$ cat config.mk
export PLATFORM = sky130hd
export DESIGN_NAME = ex_muldiv
export DESIGN_NICKNAME = d
export VERILOG_FILES = /design/src/rtl/ex_muldiv.sv
export SDC_FILE = /design/constraint.sdc
export NUM_CORES = 1
export LEC_CHECK = 0
export ABC_AREA = 1
export CAP_MARGIN = 15
export CELL_PAD_IN_SITES_DETAIL_PLACEMENT = 1
export CELL_PAD_IN_SITES_GLOBAL_PLACEMENT = 2
export CORE_UTILIZATION = 27
export CTS_CLUSTER_DIAMETER = 120
export DETAILED_ROUTE_END_ITERATION = 8
export MAX_ROUTING_LAYER = met4
export PLACE_DENSITY = 0.85
export SLEW_MARGIN = 20
export SYNTH_ARGS = -nofsm -noshare
export SYNTH_HDL_FRONTEND = slang
export SYNTH_SLANG_ARGS = --single-unit
$ cat constraint.sdc
create_clock -name iw_clk -period 2.92 [get_ports iw_clk]
set_clock_uncertainty 0.15 [all_clocks]
set_input_delay 0.876 -clock iw_clk [delete_from_list [all_inputs] [get_ports iw_clk]]
set_output_delay 0.876 -clock iw_clk [all_outputs]
set_load 0.01 [all_outputs]
$ cat src/rtl/ex_muldiv.sv
// Iterative multiply/divide unit: radix-2 shift-add multiply and restoring divide over WIDTH cycles.
// Latency: ow_done first high WIDTH+2 cycles after the accept cycle (2 for divides without MULDIV_DIV_EN).
// Backpressure: iw_stall holds the completed result in DONE; ow_ready is high only in IDLE.
// Configuration: define MULDIV_DIV_EN to build the divider datapath (DIVU/DIVS); otherwise divides return 0 with V set.
module ex_muldiv #(
    parameter int WIDTH = 24,
    parameter int CNT_W = 5
) (
    input  logic             iw_clk,
    input  logic             iw_rst,
    input  logic             iw_valid,
    output logic             ow_ready,
    input  logic [1:0]       iw_op,
    input  logic [WIDTH-1:0] iw_a,
    input  logic [WIDTH-1:0] iw_b,
    input  logic             iw_flush,
    input  logic             iw_stall,
    output logic             ow_busy,
    output logic             ow_done,
    output logic [WIDTH-1:0] ow_lo,
    output logic [WIDTH-1:0] ow_hi,
    output logic [3:0]       ow_flags
);

    localparam logic [1:0] OP_MULU = 2'b00;
    localparam logic [1:0] OP_MULS = 2'b01;
`ifdef MULDIV_DIV_EN
    localparam logic [1:0] OP_DIVS = 2'b11;
`endif

    typedef enum logic [1:0] {
        ST_IDLE,
        ST_RUN,
        ST_FIX,
        ST_DONE
    } state_t;

    state_t               state_q;
    logic [CNT_W-1:0]     cnt_q;
    logic [1:0]           op_q;
    logic [WIDTH-1:0]     hi_q;        // partial product high half / partial remainder
    logic [WIDTH-1:0]     lo_q;        // multiplier shifting out / dividend-then-quotient
    logic [WIDTH-1:0]     opnd_q;      // multiplicand or divisor magnitude
    logic                 neg_res_q;   // product or quotient must be negated in FIX
    logic [WIDTH-1:0]     res_lo_q;
    logic [WIDTH-1:0]     res_hi_q;
    logic [3:0]           flags_q;
`ifdef MULDIV_DIV_EN
    logic                 neg_rem_q;   // remainder takes the dividend's sign
    logic [WIDTH-1:0]     a_q;         // raw dividend, returned as remainder on divide-by-zero
    logic                 div0_q;
    logic                 ovf_q;       // most-negative / -1
    logic [WIDTH:0]       div_shift;
    logic [WIDTH-1:0]     div_diff;
    logic                 div_ge;
`endif

    logic                 a_neg;
    logic                 b_neg;
    logic [WIDTH-1:0]     a_mag;
    logic [WIDTH-1:0]     b_mag;
    logic [WIDTH:0]       mul_sum;
    logic [WIDTH-1:0]     step_hi_d;
    logic [WIDTH-1:0]     step_lo_d;
    logic [2*WIDTH-1:0]   prod_fix;
    logic [WIDTH-1:0]     fix_lo_d;
    logic [WIDTH-1:0]     fix_hi_d;
    logic [3:0]           fix_flags_d;

    // Operand magnitudes at accept; only the signed ops (op[0]=1) look at the sign bits
    always_comb begin
        a_neg = iw_op[0] & iw_a[WIDTH-1];
        b_neg = iw_op[0] & iw_b[WIDTH-1];
        a_mag = a_neg ? -iw_a : iw_a;
        b_mag = b_neg ? -iw_b : iw_b;
    end

    // One radix-2 iteration: shift-add for multiply, restoring subtract for divide
    always_comb begin
        mul_sum   = {1'b0, hi_q} + (lo_q[0] ? {1'b0, opnd_q} : {(WIDTH+1){1'b0}});
        step_hi_d = mul_sum[WIDTH:1];
        step_lo_d = {mul_sum[0], lo_q[WIDTH-1:1]};
`ifdef MULDIV_DIV_EN
        div_shift = {hi_q, lo_q[WIDTH-1]};
        div_ge    = div_shift >= {1'b0, opnd_q};
        // When the subtract succeeds the difference is below the divisor, so WIDTH bits suffice
        div_diff  = div_shift[WIDTH-1:0] - opnd_q;
        if (op_q[1]) begin
            step_hi_d = div_ge ? div_diff : div_shift[WIDTH-1:0];
            step_lo_d = {lo_q[WIDTH-2:0], div_ge};
        end
`endif
    end

    // Sign correction and flag generation for the FIX cycle
    always_comb begin
        prod_fix    = neg_res_q ? -{hi_q, lo_q} : {hi_q, lo_q};
        fix_lo_d    = prod_fix[WIDTH-1:0];
        fix_hi_d    = prod_fix[2*WIDTH-1:WIDTH];
        fix_flags_d = {prod_fix == '0,
                       (op_q == OP_MULS) & prod_fix[2*WIDTH-1],
                       (op_q == OP_MULU) & (|prod_fix[2*WIDTH-1:WIDTH]),
                       (op_q == OP_MULS) & (prod_fix[2*WIDTH-1:WIDTH] != {WIDTH{prod_fix[WIDTH-1]}})};
        if (op_q[1]) begin
`ifdef MULDIV_DIV_EN
            if (div0_q) begin
                fix_lo_d = '1;
                fix_hi_d = a_q;
            end else begin
                // Most-negative / -1 falls out naturally: magnitude 2^(W-1), positive sign, remainder 0
                fix_lo_d = neg_res_q ? -lo_q : lo_q;
                fix_hi_d = neg_rem_q ? -hi_q : hi_q;
            end
            fix_flags_d = {fix_lo_d == '0, (op_q == OP_DIVS) & fix_lo_d[WIDTH-1], 1'b0, div0_q | ovf_q};
`else
            fix_lo_d    = '0;
            fix_hi_d    = '0;
            fix_flags_d = 4'b0001;
`endif
        end
    end

    // Control FSM and datapath registers; reset beats flush, flush beats accept/stall
    always_ff @(posedge iw_clk) begin
        if (iw_rst) begin
            state_q   <= ST_IDLE;
            cnt_q     <= '0;
            op_q      <= OP_MULU;
            hi_q      <= '0;
            lo_q      <= '0;
            opnd_q    <= '0;
            neg_res_q <= 1'b0;
            res_lo_q  <= '0;
            res_hi_q  <= '0;
            flags_q   <= '0;
`ifdef MULDIV_DIV_EN
            neg_rem_q <= 1'b0;
            a_q       <= '0;
            div0_q    <= 1'b0;
            ovf_q     <= 1'b0;
`endif
        end else begin
            case (state_q)
                ST_IDLE: begin
                    if (iw_valid && !iw_flush) begin
                        op_q      <= iw_op;
                        cnt_q     <= CNT_W'(WIDTH - 1);
                        hi_q      <= '0;
                        neg_res_q <= a_neg ^ b_neg;
                        if (iw_op[1]) begin
                            lo_q   <= a_mag;
                            opnd_q <= b_mag;
                        end else begin
                            lo_q   <= b_mag;
                            opnd_q <= a_mag;
                        end
`ifdef MULDIV_DIV_EN
                        neg_rem_q <= a_neg;
                        a_q       <= iw_a;
                        div0_q    <= (iw_b == '0);
                        ovf_q     <= (iw_op == OP_DIVS) && (iw_a == {1'b1, {(WIDTH-1){1'b0}}}) && (&iw_b);
                        state_q   <= ST_RUN;
`else
                        state_q   <= iw_op[1] ? ST_FIX : ST_RUN;
`endif
                    end
                end
                ST_RUN: begin
                    if (iw_flush) begin
                        state_q <= ST_IDLE;
                    end else begin
                        hi_q  <= step_hi_d;
                        lo_q  <= step_lo_d;
                        cnt_q <= cnt_q - 1'b1;
                        if (cnt_q == '0) begin
                            state_q <= ST_FIX;
                        end
                    end
                end
                ST_FIX: begin
                    if (iw_flush) begin
                        state_q <= ST_IDLE;
                    end else begin
                        res_lo_q <= fix_lo_d;
                        res_hi_q <= fix_hi_d;
                        flags_q  <= fix_flags_d;
                        state_q  <= ST_DONE;
                    end
                end
                ST_DONE: begin
                    if (iw_flush || !iw_stall) begin
                        state_q <= ST_IDLE;
                    end
                end
                default: state_q <= ST_IDLE;
            endcase
        end
    end

    assign ow_ready = (state_q == ST_IDLE);
    assign ow_busy  = (state_q != ST_IDLE);
    assign ow_done  = (state_q == ST_DONE) && !iw_stall && !iw_flush;
    assign ow_lo    = res_lo_q;
    assign ow_hi    = res_hi_q;
    assign ow_flags = flags_q;

endmodule
-- Yosys cells after proc, flatten, opt, wreduce, memory -nomap -nowiden
Index checks and enable logic that the tools add are counted.
- logic and storage cells: 73
- output and inout bits: 55
- register bits: 134
- input bits: 55
- equality and inequality tests: 9
- reduce and logical (&&, ||, !) cells: 17
- add/subtract/negate cells: 5
- bitwise operators: 7
- mux-type cells: 25
- operators with widths (kind ; number):
    $mux 24 ; 11
    $pmux 24 s2 ; 2
    $logic_not 48->1 ; 1
    $mux 48 ; 1
    $neg 24->24 ; 2
    $neg 48->48 ; 1
    $add 24x24->25 ; 1
    $ne 24x24->1 ; 1
    $reduce_or 24->1 ; 1
    $mux 2 ; 6
    $mux 5 ; 2
    $pmux 5 s2 ; 1
    $pmux 2 s4 ; 1
    $reduce_and 3->1 ; 2
    $and 1x1->1 ; 5
    $logic_not 5->1 ; 1
    $sub 5x1->5 const B ; 1
    $eq 2x1->1 const B ; 2
    $eq 2x2->1 const B ; 2
    $logic_not 2->1 ; 2
    $mux 4 ; 1
    $ne 2x2->1 const B ; 2
    $reduce_and 2->1 ; 2
    $reduce_bool 2->1 ; 2
    7 further kinds ; 10

-- Depth between registers and ports, before layout
- depth in word-level cells: 5
- gate-level depth with buffers: 19
- mapped depth without buffers: 18

-- Worst setup path after synthesis
OpenSTA, ideal clock, no wires.
- kind: reg-to-reg
- from: reg lo_q[0]
- to: reg hi_q[13]
- required time: 2.638 ns
- path slack: 0.140 ns
- path buffers: 2
- arrival time: 2.498 ns
- cell stages (with the launch flop): 17
- setup time: 0.132 ns
- clock period less this slack: 2.780 ns
- cells stage by stage: dfxtp_1 -> buf_6 -> clkbuf_1 -> nand2_1 -> inv_1 -> ha_1 -> inv_1 -> fa_1 -> o21ai_1 -> a21boi_1 -> inv_1 -> nand2_1 -> nand2_1 -> a21oi_1 -> or2_2 -> nand3_1 -> a21oi_1
- word-level cells in the longest chain between the ends: 4
- RTL lines (item ; RTL line ; text):
    start, declared ; 42 ; logic [WIDTH-1:0] lo_q;
    start signal, assigned ; 151 ; lo_q <= a_mag;
    start signal, assigned ; 154 ; lo_q <= b_mag;
    start signal, assigned ; 173 ; lo_q <= step_lo_d;
    $mux 24 ; 80 ; mul_sum = {1'b0, hi_q} + (lo_q[0] ? {1'b0, opnd_q} : {(WIDTH+1){1'b0}});
    $add 24x24->25 ; 80 ;
    $mux 24 ; 169 ; if (iw_flush) begin
    $pmux 24 s2 ; 143 ; case (state_q)
    end signal, assigned ; 172 ; hi_q <= step_hi_d;
    end, declared ; 41 ; logic [WIDTH-1:0] hi_q;
Every way passes these cells. The select of a mux whose other input is x is not followed.
A chain may end at the register's enable or synchronous reset.

-- Worst setup path in the final report
- from: in iw_flush
- to: out ow_done
- word-level cells in the longest chain between the ends: 2
- RTL lines (item ; RTL line ; text):
    start, declared ; 16 ; input logic iw_flush,
    $logic_not 1->1 ; 202 ; assign ow_done = (state_q == ST_DONE) && !iw_stall && !iw_flush;
    $logic_and 1x1->1 ; 202 ;
    end, declared ; 19 ; output logic ow_done,
Every way passes these cells.

==> impl_summary.md <==
Status
The run finished with clean final reports.

Synthesis
During synthesis, Yosys emitted a total of 0 warnings. The number of standard cells after synthesis is 1690. Of the synthesized area, sequential elements account for 0.266.

The most used flip-flop cell after synthesis is sky130_fd_sc_hd__dfxtp_1. The mean post-synth cell area is roughly 6.0 sq um. The synthesized design spends more area on one cell type than any other, namely sky130_fd_sc_hd__dfxtp_1. Synthesis produced a netlist with a net count of between 1500 and 2000. sky130_fd_sc_hd__nand2_1 is the most common cell in the netlist. Ranked by total cell area, the synthesized netlist is headed by sky130_fd_sc_hd__dfxtp_1, sky130_fd_sc_hd__nand2_1, sky130_fd_sc_hd__a21oi_1, sky130_fd_sc_hd__inv_1, sky130_fd_sc_hd__nor2_1. The number of flip-flops and latches in the synthesized netlist is between 100 and 150. Ranked by instance count, the synthesized netlist is headed by sky130_fd_sc_hd__nand2_1, sky130_fd_sc_hd__inv_1, sky130_fd_sc_hd__a21oi_1, sky130_fd_sc_hd__nor2_1, sky130_fd_sc_hd__dfxtp_1. For this run, asynchronously set or reset flops after synthesis account for 0. The fraction of post-synthesis cell area in the top cell type by area is 0.266. The combined area of all synthesized cells is approximately 10000 sq um. The number of unique standard cell types used by synthesis is between 50 and 60. Counting flops with a built-in enable in the synthesized netlist gives 0.

Floorplanning
Pin placement for this block handled between 100 and 150 I/O pins. The core region area is between 30000 and 40000 sq um. The floorplan step set the die height to around 200 um. The starting density of the core is 0.275. The die outline area is 38100 sq um. The floorplan has 70 rows. The horizontal extent of the die is roughly 200 um.

Clock tree
The cts-stage hold buffer count is 0. The tree is rooted in a sky130_fd_sc_hd__clkbuf_16. After clock tree synthesis, the clock-pin slew on the worst setup and hold paths is around 0.060 ns. The source-to-sink clock delay at the later pin of the worst-skew pair is between 0.4 and 0.5 ns. The H-tree generated during clock tree synthesis spans 4 levels. The CTS sink count is 134. The longest clock path from root to sink contains 2 buffers. The CTS tree is built. The number of buffers added by the clock tree synthesis step is 17.

Placed design
The weighted congestion at the end of routability-driven global placement is between 0.9 and 1. Buffers placed on the I/O ports in this run total about 110. The number of instances in the placed design is approximately 2300. After detailed placement, the total cell area comes to around 12000 sq um. The minimum setup slack after placement is -0.440 ns. The final HPWL from detailed placement is between 30 and 40 mm.

Worst setup path
Of all nets on the critical path, the largest fanout is 3. The worst setup path is captured at an output pin. The type of origin of the critical path is an input port. On the critical path, the stage with the largest delay is an instance of sky130_fd_sc_hd__clkdlybuf4s50_1.

The critical path start-end classification is input port to output pin. The data required time at the worst endpoint is 1.89 ns. The critical path's top delay family is buffers and inverters.

The highest cell delay on the worst timing path is approximately 0.45 ns. The count of buffer and inverter cells on the critical path is 2. Walking the worst path, the cells encountered are clkdlybuf4s50_1 > nor3_1 > dlygate4sd2_1. Data on the critical path arrives at its endpoint at about 1.8 ns.

Timing
Setup repair after global routing could not meet its margin everywhere. The total of endpoints with negative setup slack in the final report is 0. The final hold violation count is 0.

Measured against its own limit, the worst slew margin works out to 0.654. The clock period could shrink to between 2 and 3 ns. The setup slack after layout is between 0.07 and 0.08 ns. The final max-slew violation count is 0. Final hold analysis gives a worst-case slack of around 0.31 ns. At the pin with the least slew margin, the transition time is about 0.52 ns.

For this run, the top clock speed supported by timing is between 300 and 400 MHz. The share of the clock period used by the worst path is 0.976.

Detailed routing
For this block, the initial DRC count from the detailed router was 534. The number of nets still failing antenna checks after routing is 0. For this run, design rule violations remaining after detail routing come to 0. The average via count per standard cell is about 4.9.

The count of TritonRoute iterations in the first routing pass is 5. The average wire per cell in the routed design is 17.2 um. The routed design has between 40 and 50 mm of wire. The count of vias placed by the detailed router is 11500.

Power and ir drop
For this design the ratio of total power to cell area is roughly 560 nW/um^2. The share of total power dissipated in combinational logic is 0.402. The clock network fraction of total power is 0.295. VDD sags by at most 0.454 mV.

Internal power comes to 4.20 mW. Summed over all cells, the static leakage comes to 6.13 nW. For this design the total switching power over the nets is ~3.1 mW.

The sequential share of power is 0.304. Of the total power, the share spent switching nets is 0.425.

Finish
At the end of the flow, the number of nets in the layout was ~2000. The post-layout utilization of the core is 0.353. The relative area change from synthesis to final layout is 28.6%.

Fill cells in the final layout number 4814. Of the cells placed in the final design, the portion with a size suffix greater than 1 is 0.106. After the flow finishes, the layout carries non-filler instances totaling 2340. After routing the design area is 13000 sq um. The number of diodes added for antenna fixing is 0.

GRT
The met1 usage is 0.287. The total overflow left after global routing is 0. The largest net degree at the start of global routing is 91. The wire length of the first global-routing pass is between 60 and 70 mm. In the global route stage, overall resource usage came out at 0.219. The number of antenna violations at the first check in global routing is 0. The global routing usage on met2 is 0.360.

In this run the most used layer during global routing was met2. For this run, global-route usage on met3 was measured as 0.0235. The via count of the first global-routing pass came to around 12000.

Min path
The min-delay analysis places its worst path in the category register to register.

Run
The max-capacitance violation count is 0.
## flip-flops by register name, indices dropped and copies added (netlist names)
register / flops
ow_lo: 24
op_q: 2
lo_q: 24
ow_hi: 24
ow_flags: 4
opnd_q: 24
cnt_q: 5
hi_q: 24
neg_res_q: 1
state_q: 2
## power by group through the flow
stage | Sequential (mW) | Clock, mW | Combinational (mW)
after floorplan | 2.19 | 0 | 1.86
after global placement | 2.25 | 0 | 2.87
after detailed placement | 2.25 | 0 | 2.93
after CTS | 2.22 | 2.19 | 2.94
after global routing | 2.24 | 2.27 | 3.27
final | 2.22 | 2.15 | 2.94
## cell type report
type	count	area (sq um)	area share
multi-input combinational	1291	6440	0.496
sequential	134	2690	0.207
timing repair buffer	213	1930	0.149
inverter	202	759	0.0585
tap	468	586	0.0451
clock buffer	18	439	0.0339
clock inverter	14	130	0.0100
## stage by stage
step,total power [mW],TNS (ns)
6_report,7.31,0
5_1_grt,7.78,-0.0304
4_1_cts,7.35,0
3_5_place_dp,5.18,-9.64
3_3_place_gp,5.12,-7.15
2_1_floorplan,4.04,0
## worst reg2reg max path: cells and delay by family (launching register included)
| family | cells | cell delay, ns |
|---|---|---|
| AOI/OAI and AO/OA | 7 | 0.87 |
| adders and majority gates | 2 | 0.58 |
| buffers and inverters | 4 | 0.36 |
| DFF | 1 | 0.39 |
| and+or+nand+nor | 3 | 0.25 |
## path summary, 6_finish.rpt
kind | startpoint | end | slack (ns) | cells past startpoint
worst max-delay path | iw_flush | ow_done | 0.07 | 3
worst min-delay path | ow_hi[6]$_SDFFE_PP0P_ | ow_hi[6]$_SDFFE_PP0P_ | 0.31 | 2
worst max register to register | lo_q[0]$_SDFFE_PP0P_ | hi_q[17]$_SDFFE_PP0P_ | 0.20 | 16
worst min register to register | ow_hi[6]$_SDFFE_PP0P_ | ow_hi[6]$_SDFFE_PP0P_ | 0.31 | 2
## cells in the final DEF, fill, tap and decap left out, types with 6 or more instances in the layout
cell type,n
sky130_fd_sc_hd__xor2_1,46
sky130_fd_sc_hd__nand2_1,532
sky130_fd_sc_hd__nand4_1,23
sky130_fd_sc_hd__nor2_2,10
sky130_fd_sc_hd__or2_2,11
sky130_fd_sc_hd__nor2_1,155
sky130_fd_sc_hd__clkdlybuf4s50_1,106
sky130_fd_sc_hd__a221oi_1,7
sky130_fd_sc_hd__o211ai_1,16
sky130_fd_sc_hd__ha_1,29
sky130_fd_sc_hd__nand3b_1,6
sky130_fd_sc_hd__inv_1,194
sky130_fd_sc_hd__buf_4,99
sky130_fd_sc_hd__a21oi_1,160
sky130_fd_sc_hd__nand2_2,8
sky130_fd_sc_hd__clkbuf_16,17
sky130_fd_sc_hd__dfxtp_1,132
sky130_fd_sc_hd__nor3_1,12
sky130_fd_sc_hd__o21bai_1,6
sky130_fd_sc_hd__nand3_1,110
sky130_fd_sc_hd__xnor2_1,9
sky130_fd_sc_hd__o21ai_0,89
## logic make-up after synthesis
kind of cell | synth area share
AOI/OAI and AO/OA | 0.175
xor gates and xnor gates | 0.0478
adders and majority gates | 0.0392
buffers and inverters | 0.103
DFF | 0.266
and+or+nand+nor | 0.370
## per-layer routing
metal / vias up / wire length, um
li1: 5785 / -
met1: 5485 / 19500
met4: 0 / 700
met3: 38 / 1070
met5: - / 0
met2: 203 / 18900
## repair_timing
item | in CTS | in global routing
setup endpoints to repair | 3 | 29
pin swaps | 0 | 5
gates resized for setup | 2 | 25
setup buffers | 0 | 2
Note: power is estimated with default switching activity, not from simulation.
